$ cat config.mk
export PLATFORM = sky130hd
export DESIGN_NAME = spatz_vlsu_mem_adapter
export DESIGN_NICKNAME = d
export VERILOG_FILES = /design/src/rtl/spatz_vlsu_mem_adapter_pkg.sv /design/src/rtl/spatz_vlsu_mem_adapter_meta_fifo.sv /design/src/rtl/spatz_vlsu_mem_adapter.sv
export SDC_FILE = /design/constraint.sdc
export NUM_CORES = 1
export LEC_CHECK = 0
export CORE_UTILIZATION = 40
export CTS_BUF_LIST = sky130_fd_sc_hd__clkbuf_4
export CTS_CLUSTER_SIZE = 10
export DETAILED_ROUTE_END_ITERATION = 8
export PLACE_DENSITY = 0.87
export SYNTH_ARGS = -nofsm -noshare
export SYNTH_HDL_FRONTEND = slang
export SYNTH_HIERARCHICAL = 1
export SYNTH_SLANG_ARGS = --single-unit
$ cat constraint.sdc
create_clock -name clk_i -period 4.2 [get_ports clk_i]
set_clock_uncertainty 0.15 [all_clocks]
set_input_delay 0.84 -clock clk_i [delete_from_list [all_inputs] [get_ports clk_i]]
set_output_delay 0.84 -clock clk_i [all_outputs]
set_load 0.02 [all_outputs]
$ cat src/rtl/spatz_vlsu_mem_adapter_pkg.sv
// Shared types for the VLSU-to-TCDM memory adapter: element type, id sizing
// and the per-transaction metadata that is kept while a request is in flight.
package spatz_vlsu_mem_adapter_pkg;

    localparam int unsigned ELEN               = 32;
    localparam int unsigned NrOutstandingDflt  = 8;

    function automatic int unsigned idx_width(input int unsigned n);
        return (n > 1) ? $clog2(n) : 1;
    endfunction

    typedef logic [ELEN-1:0]                           elen_t;
    typedef logic [idx_width(NrOutstandingDflt)-1:0]   id_t;

    typedef struct packed {
        id_t  id;
        logic we;
    } meta_t;

endpackage

$ cat src/rtl/spatz_vlsu_mem_adapter_meta_fifo.sv
// Non-fall-through metadata FIFO; usage_o is the live occupancy count and
// doubles as the adapter's outstanding-transaction counter.
module spatz_vlsu_mem_adapter_meta_fifo #(
    parameter int unsigned DEPTH = 8,
    parameter type         dtype = logic,
    localparam int unsigned AddrW = (DEPTH > 1) ? $clog2(DEPTH) : 1,
    localparam int unsigned CntW  = $clog2(DEPTH + 1)
) (
    input  logic            clk_i,
    input  logic            rst_ni,
    input  logic            push_i,
    input  dtype            data_i,
    input  logic            pop_i,
    output dtype            data_o,
    output logic            full_o,
    output logic            empty_o,
    output logic [CntW-1:0] usage_o
);

    dtype             mem_q [DEPTH];
    logic [AddrW-1:0] wptr_q, rptr_q;
    logic [CntW-1:0]  cnt_q;
    logic             do_push, do_pop;

    function automatic logic [AddrW-1:0] incr_ptr(input logic [AddrW-1:0] p);
        return (p == AddrW'(DEPTH - 1)) ? '0 : p + 1'b1;
    endfunction

    assign full_o  = (cnt_q == CntW'(DEPTH));
    assign empty_o = (cnt_q == '0);
    assign usage_o = cnt_q;
    assign data_o  = mem_q[rptr_q];
    assign do_push = push_i & ~full_o;
    assign do_pop  = pop_i & ~empty_o;

    always_ff @(posedge clk_i or negedge rst_ni) begin
        if (!rst_ni) begin
            wptr_q <= '0;
            rptr_q <= '0;
            cnt_q  <= '0;
        end else begin
            if (do_push) wptr_q <= incr_ptr(wptr_q);
            if (do_pop)  rptr_q <= incr_ptr(rptr_q);
            case ({do_push, do_pop})
                2'b10:   cnt_q <= cnt_q + 1'b1;
                2'b01:   cnt_q <= cnt_q - 1'b1;
                default: cnt_q <= cnt_q;
            endcase
        end
    end

    // Storage needs no reset: pointers and count define what is valid.
    always_ff @(posedge clk_i) begin
        if (do_push) mem_q[wptr_q] <= data_i;
    end

endmodule

$ cat src/rtl/spatz_vlsu_mem_adapter.sv
// Bridges the VLSU X-interface memory handshake onto a TCDM req/gnt/rvalid
// port, returning in-order load results tagged with their request id.
module spatz_vlsu_mem_adapter
    import spatz_vlsu_mem_adapter_pkg::*;
#(
    parameter int unsigned NrOutstanding = NrOutstandingDflt,
    parameter int unsigned AddrWidth     = 32,
    parameter int unsigned DataWidth     = ELEN,
    localparam int unsigned IdWidth      = idx_width(NrOutstanding),
    localparam int unsigned CntWidth     = $clog2(NrOutstanding + 1)
) (
    input  logic                   clk_i,
    input  logic                   rst_ni,
    input  logic                   x_mem_valid_i,
    output logic                   x_mem_ready_o,
    input  logic [IdWidth-1:0]     x_mem_id_i,
    input  logic [AddrWidth-1:0]   x_mem_addr_i,
    input  logic                   x_mem_we_i,
    input  logic [DataWidth/8-1:0] x_mem_strb_i,
    input  logic [DataWidth-1:0]   x_mem_wdata_i,
    output logic                   x_mem_result_valid_o,
    output logic [IdWidth-1:0]     x_mem_result_id_o,
    output logic [DataWidth-1:0]   x_mem_result_rdata_o,
    output logic                   tcdm_req_o,
    input  logic                   tcdm_gnt_i,
    output logic [AddrWidth-1:0]   tcdm_add_o,
    output logic                   tcdm_wen_o,
    output logic [DataWidth/8-1:0] tcdm_be_o,
    output logic [DataWidth-1:0]   tcdm_wdata_o,
    input  logic                   tcdm_rvalid_i,
    input  logic [DataWidth-1:0]   tcdm_rdata_i,
    output logic [CntWidth-1:0]    outstanding_o,
    output logic                   idle_o
);

    // Sized from the instance parameters so overrides of NrOutstanding stay consistent.
    typedef struct packed {
        logic [IdWidth-1:0] id;
        logic               we;
    } tx_meta_t;

    tx_meta_t meta_in, meta_head;
    logic     meta_full, meta_empty;
    logic     push, pop, load_rsp;

    // Full comes from registered occupancy only, so a same-cycle rvalid never
    // frees a slot for the current request.
    assign tcdm_req_o    = x_mem_valid_i & ~meta_full;
    assign x_mem_ready_o = tcdm_req_o & tcdm_gnt_i;
    assign tcdm_add_o    = x_mem_addr_i;
    assign tcdm_wen_o    = x_mem_we_i;
    assign tcdm_be_o     = x_mem_strb_i;
    assign tcdm_wdata_o  = x_mem_wdata_i;

    assign push     = x_mem_ready_o;
    assign pop      = tcdm_rvalid_i & ~meta_empty;
    assign load_rsp = pop & ~meta_head.we;
    assign meta_in  = '{id: x_mem_id_i, we: x_mem_we_i};

    spatz_vlsu_mem_adapter_meta_fifo #(
        .DEPTH (NrOutstanding),
        .dtype (tx_meta_t)
    ) i_meta_fifo (
        .clk_i   (clk_i),
        .rst_ni  (rst_ni),
        .push_i  (push),
        .data_i  (meta_in),
        .pop_i   (pop),
        .data_o  (meta_head),
        .full_o  (meta_full),
        .empty_o (meta_empty),
        .usage_o (outstanding_o)
    );

    always_ff @(posedge clk_i or negedge rst_ni) begin
        if (!rst_ni) begin
            x_mem_result_valid_o <= 1'b0;
            x_mem_result_id_o    <= '0;
            x_mem_result_rdata_o <= '0;
        end else begin
            x_mem_result_valid_o <= load_rsp;
            if (load_rsp) begin
                x_mem_result_id_o    <= meta_head.id;
                x_mem_result_rdata_o <= tcdm_rdata_i;
            end
        end
    end

    assign idle_o = (outstanding_o == '0);

    // A response with nothing in flight is dropped above; flag it here.
    rvalid_without_outstanding: assert property (
        @(posedge clk_i) disable iff (!rst_ni) tcdm_rvalid_i |-> !meta_empty
    );

endmodule

# Word-level counts from Yosys, hierarchy flattened
# Memories as Yosys holds them, arrays and structs flattened.
# Index checks and enable logic that the tools add are counted.
[totals] regBits=46 ram_bits=32 out_inout_bits=112 elab_cells=32 memories=1
[mem_list] memory="i_meta_fifo.mem_q" words=8 width=4 read_ports=1 rd_clocked_by_memory_dff=0 wr=1 line="spatz_vlsu_mem_adapter_meta_fifo.sv:20" rtl="dtype mem_q [DEPTH];"
[op_classes] addsub=4 n_eq_ne=5 muxes=5 n_bitwise=9 n_reduce_logical=2
[op_table] op="one-hot mux 4 bit (2 select lines)" count=1
[op_table] op="adder 3 x 1 -> 3 bit, second input constant" count=2
[op_table] op="bitwise AND 1 bit" count=6
[op_table] op="== test 3 bit, second input constant" count=2
[op_table] op="two-way mux 3 bit" count=2
[op_table] op="adder 4 x 1 -> 4 bit, second input constant" count=1
[op_table] op="== test 4 bit, second input constant" count=1
[op_table] op="zero test 4 bit" count=1
[op_table] op="subtractor 4 x 1 -> 4 bit, second input constant" count=1
[op_table] op="NOT 1 bit" count=3
[op_table] op="== test 2 x 1 -> 1 bit, second input constant" count=1
[op_table] op="== test 2 bit, second input constant" count=1
[op_table] op="two-way mux 1 bit" count=2
[op_table] op="nonzero test 2 bit" count=1

# Depth between registers and ports, before layout
# Gate-level depths: netlist of run 1.
[depth] depth_word=7 ltp_mapped=11 depth_no_buf=10

# Modules after synthesis
# The synthesis of run 1 kept the hierarchy.
[by_module_without_submodules] mod="spatz_vlsu_mem_adapter" n_inst=1 cells_per_inst=149 area_per_inst_um2=2033.2 seq_area_each_um2=900.9
[by_module_without_submodules] mod="spatz_vlsu_mem_adapter_meta_fifo" n_inst=1 cells_per_inst=116 area_per_inst_um2=1926.8 seq_area_each_um2=1211.2

# Worst setup path after synthesis of run 1
# Ideal clock, no wire load.
[synth_timing] path_type="input -> register" start="in x_mem_valid_i" end="reg i_meta_fifo.cnt_q[3] (netlist: i_meta_fifo/usage_o[3])" setup_time_ns=0.134 arrival_ns=3.070 setup_slack_ns=0.847 path_stages=8 n_path_buf=0 path_cell_list="nor2b_1 and2_1 nand2_8 ha_1 ha_1 or4b_1 o311ai_0 o211ai_1"
[synth_via] elab_chain_cells=5
[synth_rtl] element="start: declaration" line="spatz_vlsu_mem_adapter.sv:14" rtl="input logic x_mem_valid_i,"
[synth_rtl] element="bitwise AND 1 bit *" line="spatz_vlsu_mem_adapter.sv:48" rtl="assign tcdm_req_o = x_mem_valid_i & ~meta_full;"
[synth_rtl] element="bitwise AND 1 bit *" line="spatz_vlsu_mem_adapter.sv:49" rtl="assign x_mem_ready_o = tcdm_req_o & tcdm_gnt_i;"
[synth_rtl] element="via x_mem_ready_o" line="spatz_vlsu_mem_adapter.sv:15" rtl="output logic x_mem_ready_o,"
[synth_rtl] element="bitwise AND 1 bit *" line="spatz_vlsu_mem_adapter_meta_fifo.sv:33" rtl="assign do_push = push_i & ~full_o;"
[synth_rtl] element="== test 2 x 1 -> 1 bit / == test 2 bit (equally long branches)" line="spatz_vlsu_mem_adapter_meta_fifo.sv:44" rtl="case ({do_push, do_pop})"
[synth_rtl] element="one-hot mux 4 bit (2 select lines) / nonzero test 2 bit (equally long branches)"
[synth_rtl] element="end signal: assignment" line="spatz_vlsu_mem_adapter_meta_fifo.sv:45" rtl="2'b10: cnt_q <= cnt_q + 1'b1;"
[synth_rtl] element="end signal: assignment" line="spatz_vlsu_mem_adapter_meta_fifo.sv:46" rtl="2'b01: cnt_q <= cnt_q - 1'b1;"
[synth_rtl] element="end signal: assignment" line="spatz_vlsu_mem_adapter_meta_fifo.sv:47" rtl="default: cnt_q <= cnt_q;"
[synth_rtl] element="end: declaration" line="spatz_vlsu_mem_adapter_meta_fifo.sv:22" rtl="logic [CntW-1:0] cnt_q;"
# Mark *: on every way through the listed nets, which the timed path passes. The rest lies on a longest branch.
# A chain may end at the register's enable or synchronous reset.

# Worst setup path after layout of run 1
[layout_timing] start="reg i_meta_fifo.cnt_q[0] (netlist: i_meta_fifo/usage_o[0])" end="out x_mem_ready_o"
[layout_via] elab_chain_cells=4
[layout_rtl] element="== test 4 bit" line="spatz_vlsu_mem_adapter_meta_fifo.sv:29" rtl="assign full_o = (cnt_q == CntW'(DEPTH));"
[layout_rtl] element="via meta_full" line="spatz_vlsu_mem_adapter.sv:43" rtl="logic meta_full, meta_empty;"
[layout_rtl] element="NOT 1 bit" line="spatz_vlsu_mem_adapter.sv:48"
[layout_rtl] element="bitwise AND 1 bit" line="spatz_vlsu_mem_adapter.sv:48"
[layout_rtl] element="bitwise AND 1 bit" line="spatz_vlsu_mem_adapter.sv:49"
[layout_rtl] element="end: declaration" line="spatz_vlsu_mem_adapter.sv:15"
# The timed path passes the listed nets, and every way through them passes these cells.

==> flow_summary.json, run 1 <==
{
  "status": "finished, final reports clean",
  "cts-resized-gates": 0,
  "synth_edf_count": 32,
  "irDropWorstVdd_mv": 0.432,
  "die_y_um": 102,
  "final_common_cell": "clkdlybuf4s50_1",
  "cts-buffers-inserted": 9,
  "drtIter0Drc": 56,
  "clkTransAtPathRegs_ns": 0.14,
  "fin_worst_hold_slack_ns": 0.371,
  "synth_area_leaders": "dfrtp_1 29%, edfxtp_1 24%, buf_4 13%",
  "hpwl_mm": 5.19,
  "synth.top_cell.area_share_pct": 29.1,
  "nNetsFinal": 401,
  "cts.sinks": 78,
  "totalPowerFinal_mw": 3.38,
  "reg2reg_slack_ns": 0.82,
  "maxSlewViolCount": 0,
  "die_area_mm2": 0.0103,
  "flow.area_growth_from_synthesis_pct": 13.6,
  "cts_max_level": 3,
  "postPlaceCellArea_mm2": 0.00436,
  "cts_hold_buffers": 0,
  "pre_cts_slack_ns": 0.497,
  "wl_per_cell_um": 17.5,
  "placed_cells_incl_taps": 402,
  "remaining_drc_errors": 0,
  "synth_area_per_cell_um2": 14.9,
  "synth.cell_area_mm2": 0.00396,
  "fin_crit_sh_pct": 83.1,
  "yosys.cell_types.count": 38,
  "cp-end-kind": "primary output",
  "synth_sequential_area_ratio_pct": 53.3,
  "fin_util_pct": 47.8,
  "cp-start-kind": "register",
  "detailedRoute.firstPassIterationCount": 4,
  "fin_tns_setup_ns": 0,
  "dominantRegCellSynth": "dfrtp_1",
  "worst_r2r_endpoint": "i_meta_fifo/usage_o[3]",
  "critPathBufInv": 2,
  "max_cap_violations": 0,
  "final_design_area_no_fill_mm2": 0.00450,
  "fin_ws_ns": 0.710,
  "io-pin-count": 221,
  "worstSetupPathDepth": 5,
  "tritoncts": "done",
  "synth-warning-count": 6,
  "vias_per_cell": 4.96,
  "critPathLaunch": "i_meta_fifo/usage_o[0]",
  "cpLargestDelayFamily": "simple AND/OR/NAND/NOR gates",
  "cp_data_arrival_time_ns": 2.50,
  "floorplan.initialDensity_pct": 42.1,
  "critPathRequiredTime_ns": 3.21,
  "cts_setup_buffers": 0,
  "synthDominantAreaCellType": "dfrtp_1",
  "worst_path_largest_cell_delay_ns": 0.61,
  "timing.critical_path.slowest_stage_cell": "or4b_4",
  "timing.final.hold_violations": 0,
  "mostFrequentLayoutCells": "83 x clkdlybuf4s50_1, 46 x dfrtp_1, 32 x mux2_4, 32 x edfxtp_1, 11 x mux2_2",
  "critical_path_fanout_max": 9,
  "setup.worst_path.class": "register to primary output",
  "num_rows": 35,
  "worstSetupEndpoint": "x_mem_ready_o",
  "achievable-frequency_ghz": 0.287,
  "grt_max_degree": 47,
  "globalplace.congestion": 0.769,
  "powerDensity_mw_per_mm2": 751,
  "timing.hold.worst.class": "register to register",
  "io_buffers": 84,
  "setup_viol": 0,
  "yosys_register_bits": 78,
  "finalWorstPathRequiredPeriod_ns": 3.49,
  "antenna_cells": 0,
  "post_synth_inst_count": 265,
  "die_w_um": 102,
  "ant_nets": 0,
  "clock_path_buffers": 2,
  "cellLeakagePower_nw": 1.77,
  "layout_cells_excl_fill": 418,
  "globalRoute.totalOverflow": 0,
  "r2r.worst_path.cells": 10,
  "fillerInstances": 814,
  "worstPathCellList": "or4b_4, inv_1, nor2b_1, and2_1, clkdlybuf4s50_1",
  "synthArstFlopShare_pct": 59.0,
  "vias_after_detailed_routing": 2074,
  "core_region_area_mm2": 0.00942,
  "rr_startpoint": "i_meta_fifo/usage_o[0]",
  "cts_root_buffer": "clkbuf_4",
  "proportion_of_layout_cells_with_a_drive_suffix_above_1_pct": 25.6,
  "slew-limit-headroom_pct": 23.6,
  "clkLatencyLatePin_ns": 0.42,
  "grt_antenna_before_repair": 0,
  "postSynthNetCount": 382,
  "tightestPinTransition_ns": 1.14,
  "grt_first_pass_wirelength_mm": 11.4,
  "rsz0062_at_grt": "false",
  "drt-total-wl_mm": 7.32,
  "number_of_global_route_vias_before_repair": 2194,
  "grt.total_usage_pct": 14.7
}
-- worst min path at each step --
stage / to / startpoint / cells after the start / slack [ns]
global placement: x_mem_result_rdata_o[25] / x_mem_result_rdata_o[25] / 1 / 0.34
floorplan: i_meta_fifo/rptr_q[0] / rst_ni / 0 / 0.39
global route: x_mem_result_rdata_o[13] / x_mem_result_rdata_o[13] / 1 / 0.39
detailed placement: x_mem_result_rdata_o[19] / x_mem_result_rdata_o[19] / 1 / 0.34
finish: x_mem_result_rdata_o[25] / x_mem_result_rdata_o[25] / 1 / 0.37
CTS: x_mem_result_rdata_o[9] / x_mem_result_rdata_o[9] / 1 / 0.38
-- area by class of cell --
cell class	count	area (µm²)	share of cell area, %
Inverter	6	22.5	0.501
Sequential cell	78	2110	46.9
Tap cell	129	161	3.59
Clock buffer	9	67.6	1.50
Multi-Input combinational cell	104	1220	27.1
Clock inverter	7	73.8	1.64
Timing Repair Buffer	85	843	18.7
-- layer usage --
layer  wire length, µm  GRT usage, %
met4               224          8.92
met3               472          3.59
met2              3500          23.2
met1              3120          18.4
met5                 0             0
-- cell families (layout without fill, tap and decap cells) --
logic type / count (synthesis) / count (layout) / share of synthesized area (%)
AOI/OAI and AO/OA: 9 / 9 / 1.80
muxes: 53 / 53 / 20.3
and+or+nand+nor: 32 / 32 / 5.31
xor gates and xnor gates: 2 / 2 / 0.442
DFF: 78 / 78 / 53.3
buffers and inverters: 83 / 107 / 16.1
adders and majority gates: 8 / 8 / 2.72
-- Yosys cell counts, types with 2 or more instances --
master	instances
nand2_1	3
nor2b_1	2
buf_4	69
a21oi_1	2
nor2_1	4
nand2b_1	3
buf_6	2
nand3_1	3
dfrtp_1	46
mux2_4	32
buf_12	3
nor3_1	5
nor4_1	3
edfxtp_1	32
clkbuf_1	2
mux2_2	11
o21ai_0	2
ha_1	7
nor3b_1	3
mux4_2	8
inv_1	6
-- registers in the layout, summed over array words and instances (netlist names) --
register	count
i_meta_fifo/mem_q	32
x_mem_result_rdata_o	32
i_meta_fifo/usage_o	4
i_meta_fifo/rptr_q	3
i_meta_fifo/wptr_q	3
x_mem_result_id_o	3
x_mem_result_valid_o	1
-- power by group --
part | internal (mW) | total (mW) | switching, mW
clock network | 0.183 | 0.455 | 0.271
logic | 0.942 | 1.64 | 0.700
registers | 1.05 | 1.28 | 0.233
Note: power is estimated with default switching activity, not from simulation.
==> run 2, diff against run 1 <==
==> constraint.sdc (replaced) <==
create_clock -name clk_i -period 3.65 [get_ports clk_i]
set_clock_uncertainty 0.15 [all_clocks]
set_input_delay 0.73 -clock clk_i [delete_from_list [all_inputs] [get_ports clk_i]]
set_output_delay 0.73 -clock clk_i [all_outputs]
set_load 0.02 [all_outputs]
==> run 2 against run 1 <==
Net effect:
- design area rose by 0.11%
- sequential share of layout area shrank 0.052 points
- register-to-register slack got worse by 0.44 ns
- flip-flop and latch count did not move
- die area is the same
- combinational power is 18% higher
==> flow_summary.json, run 2 (synthesis gave the netlist of run 1 again) <==
{
  "hpwl_mm": 5.09,
  "setup_viol": 0,
  "flow.area_growth_from_synthesis_pct": 13.7,
  "num_rows": 35,
  "reg2reg_slack_ns": 0.38,
  "detailedRoute.firstPassIterationCount": 4,
  "achievable-frequency_ghz": 0.299,
  "cts-buffers-inserted": 9,
  "maxSlewViolCount": 0,
  "die_area_mm2": 0.0103,
  "remaining_drc_errors": 0,
  "grt_antenna_before_repair": 0,
  "multiInputGateArea_mm2": 0.00122,
  "cellLeakagePower_nw": 1.78,
  "floorplan.initialDensity_pct": 42.1,
  "globalRoute.totalOverflow": 0,
  "io-pin-count": 221,
  "wl_per_cell_um": 16.8,
  "cts_root_buffer": "clkbuf_4",
  "critPathLaunch": "i_meta_fifo/usage_o[0]",
  "tightestPinTransition_ns": 1.01,
  "status": "finished, final reports clean",
  "seq_area_mm2": 0.00211,
  "grt_first_pass_wirelength_mm": 11.1,
  "rr_startpoint": "i_meta_fifo/usage_o[0]",
  "cts_hold_buffers": 0,
  "fin_tns_setup_ns": 0,
  "critPathRequiredTime_ns": 2.77,
  "grt.total_usage_pct": 14.3,
  "grt_max_degree": 47,
  "worstPathCellList": "or4b_4, inv_1, nor2b_1, and2_1, clkdlybuf4s50_1",
  "critical_path_fanout_max": 9,
  "final_common_cell": "clkdlybuf4s50_1",
  "fillerInstances": 823,
  "fin_crit_sh_pct": 91.7,
  "number_of_global_route_vias_before_repair": 2129,
  "cp-start-kind": "register",
  "drt-total-wl_mm": 7.06,
  "timing.critical_path.slowest_stage_cell": "or4b_4",
  "m1WireLength_mm": 2.79,
  "setup.worst_path.class": "register to primary output",
  "nNetsFinal": 403,
  "max_cap_violations": 0,
  "core_region_area_mm2": 0.00942,
  "clkLatencyLatePin_ns": 0.41,
  "routed-wl-met3_um": 521,
  "powerDensity_mw_per_mm2": 851,
  "mostFrequentLayoutCells": "83 x clkdlybuf4s50_1, 46 x dfrtp_1, 32 x mux2_4, 32 x edfxtp_1, 11 x mux2_2",
  "clock_path_buffers": 2,
  "die_w_um": 102,
  "worst_path_largest_cell_delay_ns": 0.61,
  "drtIter0Drc": 44,
  "slew-limit-headroom_pct": 32.4,
  "io_buffers": 84,
  "ant_nets": 0,
  "rsz0062_at_grt": "false",
  "cts_setup_buffers": 0,
  "vias_after_detailed_routing": 2093,
  "cts_max_level": 3,
  "antenna_cells": 0,
  "clkTransAtPathRegs_ns": 0.13,
  "proportion_of_layout_cells_with_a_drive_suffix_above_1_pct": 25.8,
  "cts-resized-gates": 0,
  "route.top_layer_used": "met4",
  "irDropWorstVdd_mv": 0.573,
  "cp-end-kind": "primary output",
  "finalWorstPathRequiredPeriod_ns": 3.35,
  "globalplace.congestion": 0.717,
  "cts.sinks": 78,
  "cpLargestDelayFamily": "simple AND/OR/NAND/NOR gates",
  "timing.final.hold_violations": 0,
  "fin_worst_hold_slack_ns": 0.345,
  "critPathBufInv": 2,
  "timing.hold.worst.class": "primary input to async pin",
  "tritoncts": "done",
  "die_y_um": 102,
  "vias_per_cell": 4.98,
  "cp_data_arrival_time_ns": 2.47,
  "met2RoutedLength_mm": 3.59
}
==> run 2: stage by stage <==
stage / instance area [µm²] / cells / utilization (%) / total power, mW / setup slack [ns]
after global routing: 4500 / 420 / 47.8 / 4.08 / 0.167
after CTS: 4500 / 420 / 47.8 / 3.89 / 0.257
after detailed placement: 4390 / 404 / 46.6 / 3.42 / 0.189
after floorplan: 3960 / 265 / - / 2.84 / 0.303
after global placement: 4390 / 404 / 46.6 / 3.34 / 0.319
final: 4500 / 420 / 47.8 / 3.83 / 0.303
==> run 2: where the power goes <==
part | switching [mW] | internal (mW) | leakage (nW) | total, mW
combinational | 0.835 | 1.10 | 0.874 | 1.94
clock | 0.298 | 0.153 | 0.0692 | 0.451
sequential | 0.237 | 1.21 | 0.833 | 1.45
total | 1.37 | 2.46 | 1.78 | 3.83
==> run 2: final timing paths <==
kind | to | cells after the start
max | x_mem_ready_o | 5
min | i_meta_fifo/wptr_q[0] | 1
max reg2reg | i_meta_fifo/usage_o[3] | 9
min reg2reg | x_mem_result_rdata_o[25] | 1
max in group asynchronous | x_mem_result_rdata_o[3] | 1
min in group clk_i | x_mem_result_rdata_o[25] | 1
==> run 2: per-layer routing <==
layer / vias up / track usage (%)
met3: 31 / 4.55
met1: 1028 / 16.6
met2: 113 / 23.8
li1: 921 / -
met5: - / 0
met4: 0 / 7.36
==> run 2: final cells by class <==
cell class	count	area share (%)
Timing Repair Buffer	87	19.3
Multi-Input combinational cell	104	27.1
Clock inverter	6	0.972
Tap cell	129	3.58
Inverter	6	0.500
Sequential cell	78	46.9
Clock buffer	10	1.67
